[config.mk]
export PLATFORM = sky130hd
export DESIGN_NAME = multi_register_file
export DESIGN_NICKNAME = d
export VERILOG_FILES = /design/src/rtl/multi_register_file.sv
export SDC_FILE = /design/constraint.sdc
export NUM_CORES = 1
export LEC_CHECK = 0
export ABC_AREA = 1
export BUFFER_PORTS_ARGS = -buffer_cell sky130_fd_sc_hd__buf_2
export CAP_MARGIN = 30
export CORE_MARGIN = 10
export CORE_UTILIZATION = 35
export CTS_BUF_LIST = sky130_fd_sc_hd__clkbuf_4
export CTS_CLUSTER_DIAMETER = 30
export CTS_CLUSTER_SIZE = 25
export DETAILED_ROUTE_END_ITERATION = 6
export PLACE_DENSITY = 0.6
export SYNTH_ARGS = -nofsm -noshare
export SYNTH_HDL_FRONTEND = slang
export SYNTH_SLANG_ARGS = --single-unit
[constraint.sdc]
create_clock -name clock -period 2.4 [get_ports clock]
set_input_delay 0.72 -clock clock [delete_from_list [all_inputs] [get_ports clock]]
set_output_delay 0.72 -clock clock [all_outputs]
set_load 0.02 [all_outputs]
[src/rtl/multi_register_file.sv]
`default_nettype none
// ============================================================================
// Module   : multi_register_file
// Purpose  : Parametrised register file with parallel per-register
//            dec/inc/load/clear, sticky per-register overflow flags and two
//            independent combinational read ports (out-of-range reads give 0).
// Revision : 1.0 - initial release
// ============================================================================
module multi_register_file #(
  parameter int               WIDTH     = 8,
  parameter int               DEPTH     = 4,
  parameter int               SAT       = 0,
  parameter logic [WIDTH-1:0] RESET_VAL = '0,
  localparam int              SEL_W     = (DEPTH > 1) ? $clog2(DEPTH) : 1
) (
  input  logic             clock,
  input  logic             reset,
  input  logic             E,
  input  logic [WIDTH-1:0] I,
  input  logic [1:0]       FunSel,
  input  logic [DEPTH-1:0] RegSel,
  input  logic [SEL_W-1:0] OutASel,
  input  logic [SEL_W-1:0] OutBSel,
  output logic [WIDTH-1:0] outA,
  output logic [WIDTH-1:0] outB,
  output logic [DEPTH-1:0] Ovf
);

  localparam logic [WIDTH-1:0] ALL_ONES = '1;
  localparam logic [1:0]       FUN_DEC  = 2'b00;
  localparam logic [1:0]       FUN_INC  = 2'b01;
  localparam logic [1:0]       FUN_LOAD = 2'b10;
  localparam logic [1:0]       FUN_CLR  = 2'b11;

  logic [DEPTH-1:0][WIDTH-1:0] regs;
  logic [DEPTH-1:0][WIDTH-1:0] regs_next;
  logic [DEPTH-1:0]            ovf_flags;
  logic [DEPTH-1:0]            ovf_next;

  // Next value and flag for every register; each selected register acts on
  // its own current contents, so all selected registers update in parallel.
  always_comb begin
    regs_next = regs;
    ovf_next  = ovf_flags;
    for (int k = 0; k < DEPTH; k++) begin
      if (E && RegSel[k]) begin
        case (FunSel)
          FUN_CLR: begin
            // Clear goes to zero, not to RESET_VAL.
            regs_next[k] = '0;
            ovf_next[k]  = 1'b0;
          end
          FUN_LOAD: begin
            regs_next[k] = I;
            ovf_next[k]  = 1'b0;
          end
          FUN_INC: begin
            if (regs[k] == ALL_ONES) begin
              regs_next[k] = (SAT != 0) ? ALL_ONES : '0;
              ovf_next[k]  = 1'b1;
            end else begin
              regs_next[k] = regs[k] + WIDTH'(1);
            end
          end
          FUN_DEC: begin
            if (regs[k] == '0) begin
              regs_next[k] = (SAT != 0) ? '0 : ALL_ONES;
              ovf_next[k]  = 1'b1;
            end else begin
              regs_next[k] = regs[k] - WIDTH'(1);
            end
          end
          default: begin
            regs_next[k] = regs[k];
            ovf_next[k]  = ovf_flags[k];
          end
        endcase
      end
    end
  end

  // Register and flag storage with asynchronous reset to RESET_VAL / clear flags.
  always_ff @(posedge clock or posedge reset) begin
    if (reset) begin
      for (int k = 0; k < DEPTH; k++) begin
        regs[k] <= RESET_VAL;
      end
      ovf_flags <= '0;
    end else begin
      regs      <= regs_next;
      ovf_flags <= ovf_next;
    end
  end

  // Read ports: compare against each valid index so indices >= DEPTH read 0.
  always_comb begin
    outA = '0;
    outB = '0;
    for (int k = 0; k < DEPTH; k++) begin
      if (OutASel == SEL_W'(k)) outA = regs[k];
      if (OutBSel == SEL_W'(k)) outB = regs[k];
    end
  end

  assign Ovf = ovf_flags;

endmodule
`default_nettype wire

# [Word level (Yosys, flattened, before mapping)]
# Index checks and enable logic that the tools add are counted.
[word_totals] register_bits=36 input_bits=21 elab_cells=85
[op_classes] addsub=8 eq_ne=21 n_mux=32 n_reduce_logical=16
[op_table] cell="$mux 8" count=16
[op_table] cell="$pmux 8 s4" count=4
[op_table] cell="$add 8x1->8 const B" count=4
[op_table] cell="$eq 8x8->1 const B" count=4
[op_table] cell="$logic_not 8->1" count=4
[op_table] cell="$sub 8x1->8 const B" count=4
[op_table] cell="$ne 2x2->1 const B" count=8
[op_table] cell="$eq 2x2->1 const B" count=6
[op_table] cell="$pmux 1 s3" count=4
[op_table] cell="$reduce_and 3->1" count=4
[op_table] cell="$mux 1" count=8
[op_table] cell="$eq 2x1->1 const B" count=3
[op_table] cell="$logic_not 2->1" count=3
[op_table] cell="$logic_and 1x1->1" count=4
[op_table] cell="$reduce_or 2->1" count=1

# [Longest topological paths before layout]
# Gate-level depths: netlist of run 1.
[logic_depth] ltp_word=5 ltp_mapped=11 depth_no_buf=10

# [Least setup slack after synthesis of run 1]
# OpenSTA, ideal clock, no wires.
[synth_path] path_type="input to output" from="input port OutASel[1]" to="output port outA[1]" arrival_ps=1427 required_time_ps=1680 setup_slack_ps=253 stages=5 path_buffers=0 path_cell_list="nor2_1 -> inv_1 -> o22ai_1 -> a21oi_1 -> o21ai_0"
[synth_via] elab_chain_len=5 elab_cells_between_ends=8 cone_classes="3 x eq/ne; 4 x mux; 1 x reduce/logical"
[synth_lines] element="start: declaration" line="22" text="input logic [SEL_W-1:0] OutASel,"
[synth_lines] element="$logic_not 2->1" line="100" text="if (OutASel == SEL_W'(k)) outA = regs[k];"
[synth_lines] element="$mux 8 (3 in a row)" line="100"
[synth_lines] element="$mux 8 *" line="100"
[synth_lines] element="end: declaration" line="24" text="output logic [WIDTH-1:0] outA,"
# Mark *: on every way between the ends. The rest lies on a longest branch, timed or not.

# [Final worst setup path of run 1]
[layout_path] from="input port OutASel[1]" to="output port outA[2]"
# The elaborated chain is that of the path after synthesis.

==> metrics.cfg, run 1 <==
[detailed_routing]
via_per_inst=5.42
drc=0
met3_length_um=1230
wl_met1_um=5830
ant_nets=0
highest-signal-layer=met4
vias=4279
wl_per_cell_um=16.4
firstDrtPassIters=5
wl_met2_um=5630
drt-initial-drc-count=532
wirelength_um=12900

[logic_synthesis]
synth_top_area_share_pct=24.6
avgSynthCellArea_um2=5.95
synth_compound_area_share_pct=15.9
synth_warnings=0
syn_area_um2=3660
synth-simple-area-share_pct=44.0
synth_xor_xnor_area_share_pct=1.43
synthDistinctLibCells=31
synthMuxAreaShare_pct=0
syn_nets=648
synthCells=616
ys_top_cells_by_area=dfrtp_1 25%, nand2_1 22%, nand3_1 11%, o21ai_0 6.3%, inv_1 5.6%
synth_fa_ha_area_share_pct=3.76
ys_seq_elements=36
synth-seq-area-share_pct=24.6
synth_top_family_by_area=simple AND/OR/NAND/NOR gates
yosys.area.top_type=dfrtp_1

[critical_path]
path_cells=buf_2 -> nand2_1 -> o2111ai_1 -> buf_4
cp.required_ns=1.68
cp_data_arrival_time_ns=1.64
slowest_delay_ns=0.35
worst_path_max_delay_cell=o2111ai_1
crit_path_end_kind=primary output
crit_fanout=8
path_class=in2out
crit_path_start_kind=input port
rrSetupSlack_ns=0.62

[die]
rows=37
initial_utilization_pct=35.7
die_area_um2=15000
ioPinCount=41
die_w_um=122
coreArea_um2=10300
fp.dieH_um=122

[place]
gp_congestion=0.956
dpl.cell_count=781
dp_hpwl_um=9830
portBuffers=40

[min_path]
hold_path.class=in2async

[sta]
worstMarginPinSlew_ns=0.520
skew_ns=0.0129
maxSlewHeadroom_pct=65.3
setup_viol=0
final-hold-violation-count=0
period_share_pct=98.2
max_freq_mhz=424
drv_slew=0
grt_setup_unrepaired=yes
min_period_ns=2.36

[layout]
layout.nets=684
nFillCells=1130
num_antenna_cells=0
syn_to_final_growth_pct=13.6
final_cells=789
drive_gt1_share_pct=16.7

[pwr]
p_leak_nw=2.08
power.total_mw=3.03
power_density_nw_per_um2=727
vdd_drop_max_uv=270

[global_routing]
grt_start_max_net_pins=37
track_usage_pct=17.4
antenna_found_initial=0
grt_pass1_wl_um=20900
overflow=0
grt_pass1_vias=3947

[clock_network]
cts_tree=built
htree_levels=2
post_cts_buffers=0
cts-root-buf=clkbuf_4
cts_hold_buf=0
clock_sinks=36
clk_latency_ns=0.36
clk_pin_slew_worst_paths_ns=0.13
clockBufferDepth=2
numCtsBuffers=5

[status]
status=finished, final reports clean

[run]
cap_violations=0

[final cells by class]
class	instances	area (um2)	share of cell area (%)
multi-input cells	490	2430	58.4
flip-flops and latches	36	905	21.7
well taps	136	170	4.09
clock inverters	2	35.0	0.842
inverters	64	240	5.77
clock buffers	6	45.0	1.08
repair buffers	55	337	8.09
[synth_stat cells (all sizes together)]
master,number
nand3,83
nor2,52
o21ai,57
inv,64
nor3,2
nand2,212
dfrtp,36
a21oi,20
o22ai,11
or2,5
xor2,4
xnor2,2
nand4,18
buf,22
ha,11
o2111ai,5
a31oi,1
clkbuf,4
o21bai,1
o211ai,5
nand3b,1
[metrics by stage]
step | setup TNS (ns) | hold WS (ns) | cell area (um2) | worst slack, ns | util (%)
6_report | 0 | 0.437 | 4160 | 0.0432 | 40.5
5_1_grt | -0.0105 | 0.481 | 4160 | -0.00829 | 40.5
4_1_cts | 0 | 0.458 | 4100 | 0.000320 | 39.9
3_5_place_dp | -0.441 | 0.474 | 4010 | -0.0967 | 39.0
3_3_place_gp | -0.240 | 0.465 | 4010 | -0.0760 | 39.0
2_1_floorplan | 0 | 0.517 | 3660 | 0.253 | -
[worst max-delay path, delay by kind of cell]
family / cells / cell delay (ns)
and+or+nand+nor: 1 / 0.23
buffers and inverters: 2 / 0.33
AOI/OAI and AO/OA: 1 / 0.35
[state kept, by name, indices dropped and copies added (netlist names)]
register / flops
regs: 32
Ovf: 4
[power by group]
group          internal (mW)  switching [mW]  leakage, nW
Combinational          0.556            1.02         1.58
Sequential             0.735           0.253        0.460
Clock                  0.230           0.235       0.0456
Total                   1.52            1.51         2.08
[final timing paths]
kind | start | depth (start not counted) | end
setup / recovery | OutASel[1] | 4 | outA[2]
hold / removal | reset | 3 | regs[16]
setup reg to reg | regs[8] | 9 | Ovf[1]
hold reg to reg | Ovf[0] | 2 | Ovf[0]
max in group asynchronous | reset | 3 | regs[11]
min in group clock | Ovf[0] | 2 | Ovf[0]
[what timing repair did]
action	in CTS	in global routing
pin swaps	0	1
setup endpoints to repair	12	16
gates resized for setup	4	35
[logic make-up (layout without fill, tap and decap cells)]
group                      count (synthesis)  in the layout
and+or+nand+nor                          373            373
DFF                                       36             36
buffers and inverters                     90            127
xor gates and xnor gates                   6              6
adders and majority gates                 11             11
AOI/OAI and AO/OA                        100            100
[cells in the final DEF, fill, tap and decap left out, drive strengths merged]
master   instances
nand2          212
nand3           83
inv             64
o21ai           57
buf             55
nor2            52
dfrtp           36
a21oi           20
nand4           18
ha              11
o22ai           11
clkbuf           6
o211ai           5
or2              5
o2111ai          5
xor2             4
nor3             2
xnor2            2
o21bai           1
a31oi            1
nand3b           1
bufinv           1
clkinv           1
[per-layer routing]
metal / global-route usage [%] / vias up
met4: 4.12 / 0
met5: 0 / -
met3: 3.44 / 22
met1: 24.5 / 1947
met2: 26.6 / 207
li1: - / 2103
No activity file was read; power rests on OpenSTA's default activity.
==> inputs of run 2 (changes only) <==
Settings changed: PLACE_DENSITY 0.6 to 0.62.
Clock period 2.4 ns to 1.9 ns, I/O delays scaled along.
==> run 2 against run 1 <==
The flow now finishes with violations (setup timing). Sequential power up 14%. Die area unchanged. Largest cell class unchanged. Critical endpoint is now outB[0]. Non-clock buffer count up 43. Hold slack worse by 0.13 ns. Core utilization grew 6.0 points. Worst setup slack worse by 0.10 ns. Power up 38%. Clock-buffer cell count shrank 1. Clock power decreased by 6.7%.
==> metrics.cfg, run 2 (synthesis gave the netlist of run 1 again) <==
[status]
status=finished with violations
violations=setup timing

[layout]
final_common_cell=nand2_1
nFillCells=1099  ; -2.7%
regMostFlops=regs
num_antenna_cells=0  ; unchanged
largest_register_ffs=32  ; unchanged
layout.nets=727  ; +6.3%
final_cell_mix=200 x nand2_1, 82 x nand3_1, 61 x buf_4
drive_gt1_share_pct=28.2  ; +11 points
syn_to_final_growth_pct=30.4

[global_routing]
antenna_found_initial=0  ; unchanged
grt_pass1_vias=4306  ; +9.1%
track_usage_pct=18.8  ; +1.5 points
grt_pass1_wl_um=22700  ; +8.6%
overflow=0  ; unchanged
grt_start_max_net_pins=37  ; unchanged

[pwr]
p_leak_nw=2.34  ; +12%
power_density_nw_per_um2=876  ; +21%
vdd_drop_max_uv=382  ; +41%
power.total_mw=4.19  ; +38%

[clock_network]
clockBufferDepth=2  ; unchanged
clk_latency_ns=0.36  ; about the same
htree_levels=2  ; unchanged
numCtsBuffers=5  ; unchanged
clk_pin_slew_worst_paths_ns=0.13  ; about the same
cts-root-buf=clkbuf_4
cts_hold_buf=0  ; unchanged
clock_sinks=36  ; unchanged
cts_tree=built

[detailed_routing]
drc=0  ; unchanged
firstDrtPassIters=5  ; unchanged
via_per_inst=5.51  ; +1.6%
vias=4586  ; +7.2%
ant_nets=0  ; unchanged
drt-initial-drc-count=548  ; +3.0%
wirelength_um=14200  ; +9.8%
wl_per_cell_um=17.0  ; +4.2%

[die]
rows=37  ; unchanged
fp.dieH_um=122  ; unchanged
coreArea_um2=10300  ; unchanged
initial_utilization_pct=35.7  ; unchanged
die_w_um=122  ; unchanged
ioPinCount=41  ; unchanged
die_area_um2=15000  ; unchanged

[critical_path]
r2r-start=regs[16]
crit_path_start_kind=input port
rrSetupSlack_ns=0.15  ; -0.47 ns
path_class=in2out
crit_fanout=7  ; -1
cp_data_arrival_time_ns=1.39  ; -0.25 ns
cp.required_ns=1.33  ; -0.35 ns
crit_start=OutBSel[1]
crit_path_end_kind=primary output

[sta]
skew_ns=0.0198  ; +0.00688 ns
fin_ws_ns=-0.0592  ; -0.102 ns
setup_viol=14  ; +14
max_freq_mhz=510
period_share_pct=103
grt_setup_unrepaired=yes
fin_setup_tns_ns=-0.342  ; -0.342 ns
drv_slew=0  ; unchanged
min_period_ns=1.96
final-hold-violation-count=0  ; unchanged
maxSlewHeadroom_pct=64.9  ; -0.48 points
worstMarginPinSlew_ns=0.527  ; +0.00726 ns

[run]
cap_violations=0  ; unchanged

[place]
gp_congestion=0.941  ; -1.6%
portBuffers=40  ; unchanged
dp_hpwl_um=10600  ; +8.1%

[min_path]
hold_path.class=in2async

run 2: changes by cell type in the layout (fill, tap and decap cells not counted), moves of 10 or more:
cell | previous run | this run
o22ai_1 | 10 | 0
o22ai_2 | 1 | 11
buf_2 | 32 | 21
buf_4 | 22 | 61
buf_6 | 1 | 11
inv_1 | 49 | 38
run 2: where the power goes:
part           switching [mW]  internal, mW  leakage (nW)
Combinational            1.58          1.04          1.86
Clock                   0.298         0.136        0.0324
Sequential              0.200         0.933         0.454
Total                    2.08          2.11          2.34
run 2: path summary, 6_finish.rpt:
kind / end / cells past startpoint
setup reg to reg: regs[21] / 10
hold / removal: Ovf[2] / 3
hold reg to reg: Ovf[1] / 2
max in group asynchronous: regs[6] / 3
min in group clock: Ovf[1] / 2
setup / recovery: outB[0] / 7
run 2: per-layer routing:
layer  wire (um)  track usage, %  vias up
met3        1140            3.40       31
met5           0               0        -
li1            -               -     2190
met4         348            5.96        0
met2        6390            29.7      219
met1        6300            25.4     2146
run 2: layout make-up:
| type | instances | area [um2] | share of cell area [%] |
|---|---|---|---|
| multi-input combinational | 490 | 2610 | 54.6 |
| sequential | 36 | 910 | 19.0 |
| timing repair buffer | 98 | 782 | 16.4 |
| inverter | 64 | 258 | 5.39 |
| tap | 136 | 170 | 3.56 |
| clock buffer | 5 | 37.5 | 0.786 |
| clock inverter | 3 | 13.8 | 0.288 |
run 2: what timing repair did:
action | in CTS | in global routing
pin swaps | 11 | 10
setup endpoints to repair | 16 | 17
gates cloned | 0 | 0
setup buffers | 8 | 8
resized for setup | 94 | 37
run 2: stage by stage:
stage	setup slack (ns)	util (%)	hold slack, ns	std cells	cell area, um2
after floorplan	0.0531	-	0.517	616	3660
after global placement	-0.262	41.3	0.472	810	4240
after detailed placement	-0.273	41.3	0.479	810	4240
after CTS	-0.0461	44.6	0.317	824	4580
after global routing	-0.102	46.5	0.357	832	4780
final	-0.0592	46.5	0.303	832	4780
run 2: critical path: stages:
cell     delay, ns
buf_12        0.11
nor2_4        0.14
inv_4         0.09
o22ai_2       0.10
a21oi_1       0.05
o21ai_1       0.14
buf_4         0.19
==> inputs of run 3 (changes only) <==
Settings changed: PLACE_DENSITY 0.62 to 0.52.
Clock period 1.9 ns to 2 ns, I/O delays scaled along.
==> run 3 against run 2 <==
The flow still finishes with violations (setup timing). Register-to-register slack gained 0.04 ns. Combinational power shrank 4%. Sequential power shrank 6%. Clock-buffer cell count grew 1.
==> metrics.cfg, run 3 (synthesis gave the netlist of run 1 again) <==
[clock_network]
clockBufferDepth=2  ; unchanged
cts-root-buf=clkbuf_4
clk_pin_slew_worst_paths_ns=0.14  ; about the same
clock_sinks=36  ; unchanged
clk_latency_ns=0.36  ; about the same
htree_levels=2  ; unchanged
numCtsBuffers=5  ; unchanged
cts_tree=built

[global_routing]
grtUsageMet2_pct=28.2  ; -1.5 points
grt_pass1_vias=4148  ; -3.7%
track_usage_pct=18.9  ; +0.042 points
met1_usage_pct=26.1  ; +0.67 points
grt_pass1_wl_um=22300  ; -1.7%
met3_usage_pct=4.13  ; +0.73 points
top_usage_layer=met2
grt_start_max_net_pins=37  ; unchanged
antenna_found_initial=0  ; unchanged
overflow=0  ; unchanged

[run]
cap_violations=0  ; unchanged

[sta]
setup_viol=3  ; -11
fin_setup_tns_ns=-0.0297  ; +0.313 ns
min_period_ns=2.02
grt_setup_unrepaired=yes
whs_ns=0.326  ; +0.0228 ns
drv_slew=0  ; unchanged
max_freq_mhz=496
maxSlewHeadroom_pct=65.8  ; +0.90 points
fin_ws_ns=-0.0181  ; +0.0412 ns
period_share_pct=101
skew_ns=0.0146  ; -0.00514 ns
final-hold-violation-count=0  ; unchanged
worstMarginPinSlew_ns=0.514  ; -0.0135 ns

[die]
initial_utilization_pct=35.7  ; unchanged
die_w_um=122  ; unchanged
die_area_um2=15000  ; unchanged
rows=37  ; unchanged
ioPinCount=41  ; unchanged
fp.dieH_um=122  ; unchanged
coreArea_um2=10300  ; unchanged

[pwr]
power_density_nw_per_um2=860  ; -1.9%
power.total_mw=4.17  ; -0.50%
vdd_drop_max_uv=341  ; -11%
p_leak_nw=2.37  ; +1.3%

[detailed_routing]
wirelength_um=14300  ; +0.63%
drc=0  ; unchanged
vias=4421  ; -3.6%
ant_nets=0  ; unchanged
wl_per_cell_um=17.2  ; +0.87%
via_per_inst=5.33  ; -3.4%
firstDrtPassIters=5  ; unchanged
drt-initial-drc-count=530  ; -3.3%

[status]
violations=setup timing
status=finished with violations

[place]
dp_worst_setup_slack_ns=-0.241  ; +0.0323 ns
gp_congestion=0.921  ; -2.1%
dp_hpwl_um=10600  ; about the same
dpl.cell_count=805  ; -0.62%
portBuffers=40  ; unchanged
placed_area_um2=4190  ; -1.2%

[layout]
drive_gt1_share_pct=28.4  ; +0.23 points
final_common_cell=nand2_1
final_cells=830  ; -0.24%
stdcell_area_um2=4850  ; +1.4%
final_cell_mix=203 x nand2_1, 83 x nand3_1, 58 x buf_4
largest_register_ffs=32  ; unchanged
final_core_util_pct=47.2  ; +0.67 points
num_antenna_cells=0  ; unchanged
regMostFlops=regs
nFillCells=1091  ; -0.73%
syn_to_final_growth_pct=32.3
layout.nets=725  ; -0.28%

[critical_path]
cp_data_arrival_time_ns=1.42  ; +0.03 ns
crit_fanout=7  ; unchanged
cp.required_ns=1.40  ; +0.07 ns
path_class=in2out
crit_path_end_kind=primary output
crit_path_start_kind=input port

[min_path]
hold_path.class=in2async

-- run 3: what timing repair did --
item                                    in CTS  in global routing
gates resized for setup                     94                 45
endpoints found under the hold margin        0                  0
buffers inserted                             6                 12
pin swaps                                   12                 10
endpoints found under the setup margin      16                 15
hold buffers                                 0                  0
-- run 3: where the power goes --
group	switching [mW]	internal [mW]
logic	1.52	0.996
registers	0.182	0.882
clock network	0.310	0.276
-- run 3: final cells by class --
class                   count  area (um2)  area share, %
clock buffers               6        45.0          0.929
clock inverters             2        35.0          0.723
inverters                  64         262           5.39
multi-input cells         490        2670           55.0
flip-flops and latches     36         903           18.6
well taps                 136         170           3.51
repair buffers             96         767           15.8
-- run 3: critical path, stage by stage --
cell,delay (ns)
buf_12,0.11
nor2_4,0.13
inv_4,0.09
o22ai_2,0.12
a21oi_2,0.05
o21ai_1,0.13
buf_4,0.18
-- run 3: path summary, 6_finish.rpt --
kind	from	cells past startpoint	to	slack (ns)
min	reset	3	Ovf[2]	0.33
min reg2reg	Ovf[1]	2	Ovf[1]	0.51
max reg2reg	regs[16]	8	regs[16]	0.19
min in group clock	Ovf[1]	2	Ovf[1]	0.51
max in group asynchronous	reset	3	regs[26]	1.30
max	OutBSel[1]	7	outB[2]	-0.02
-- run 3: layer usage --
layer	wire, um	share of wire, %
met5	0	0
met4	418	2.9
met3	1260	8.8
met2	6150	43
met1	6440	45
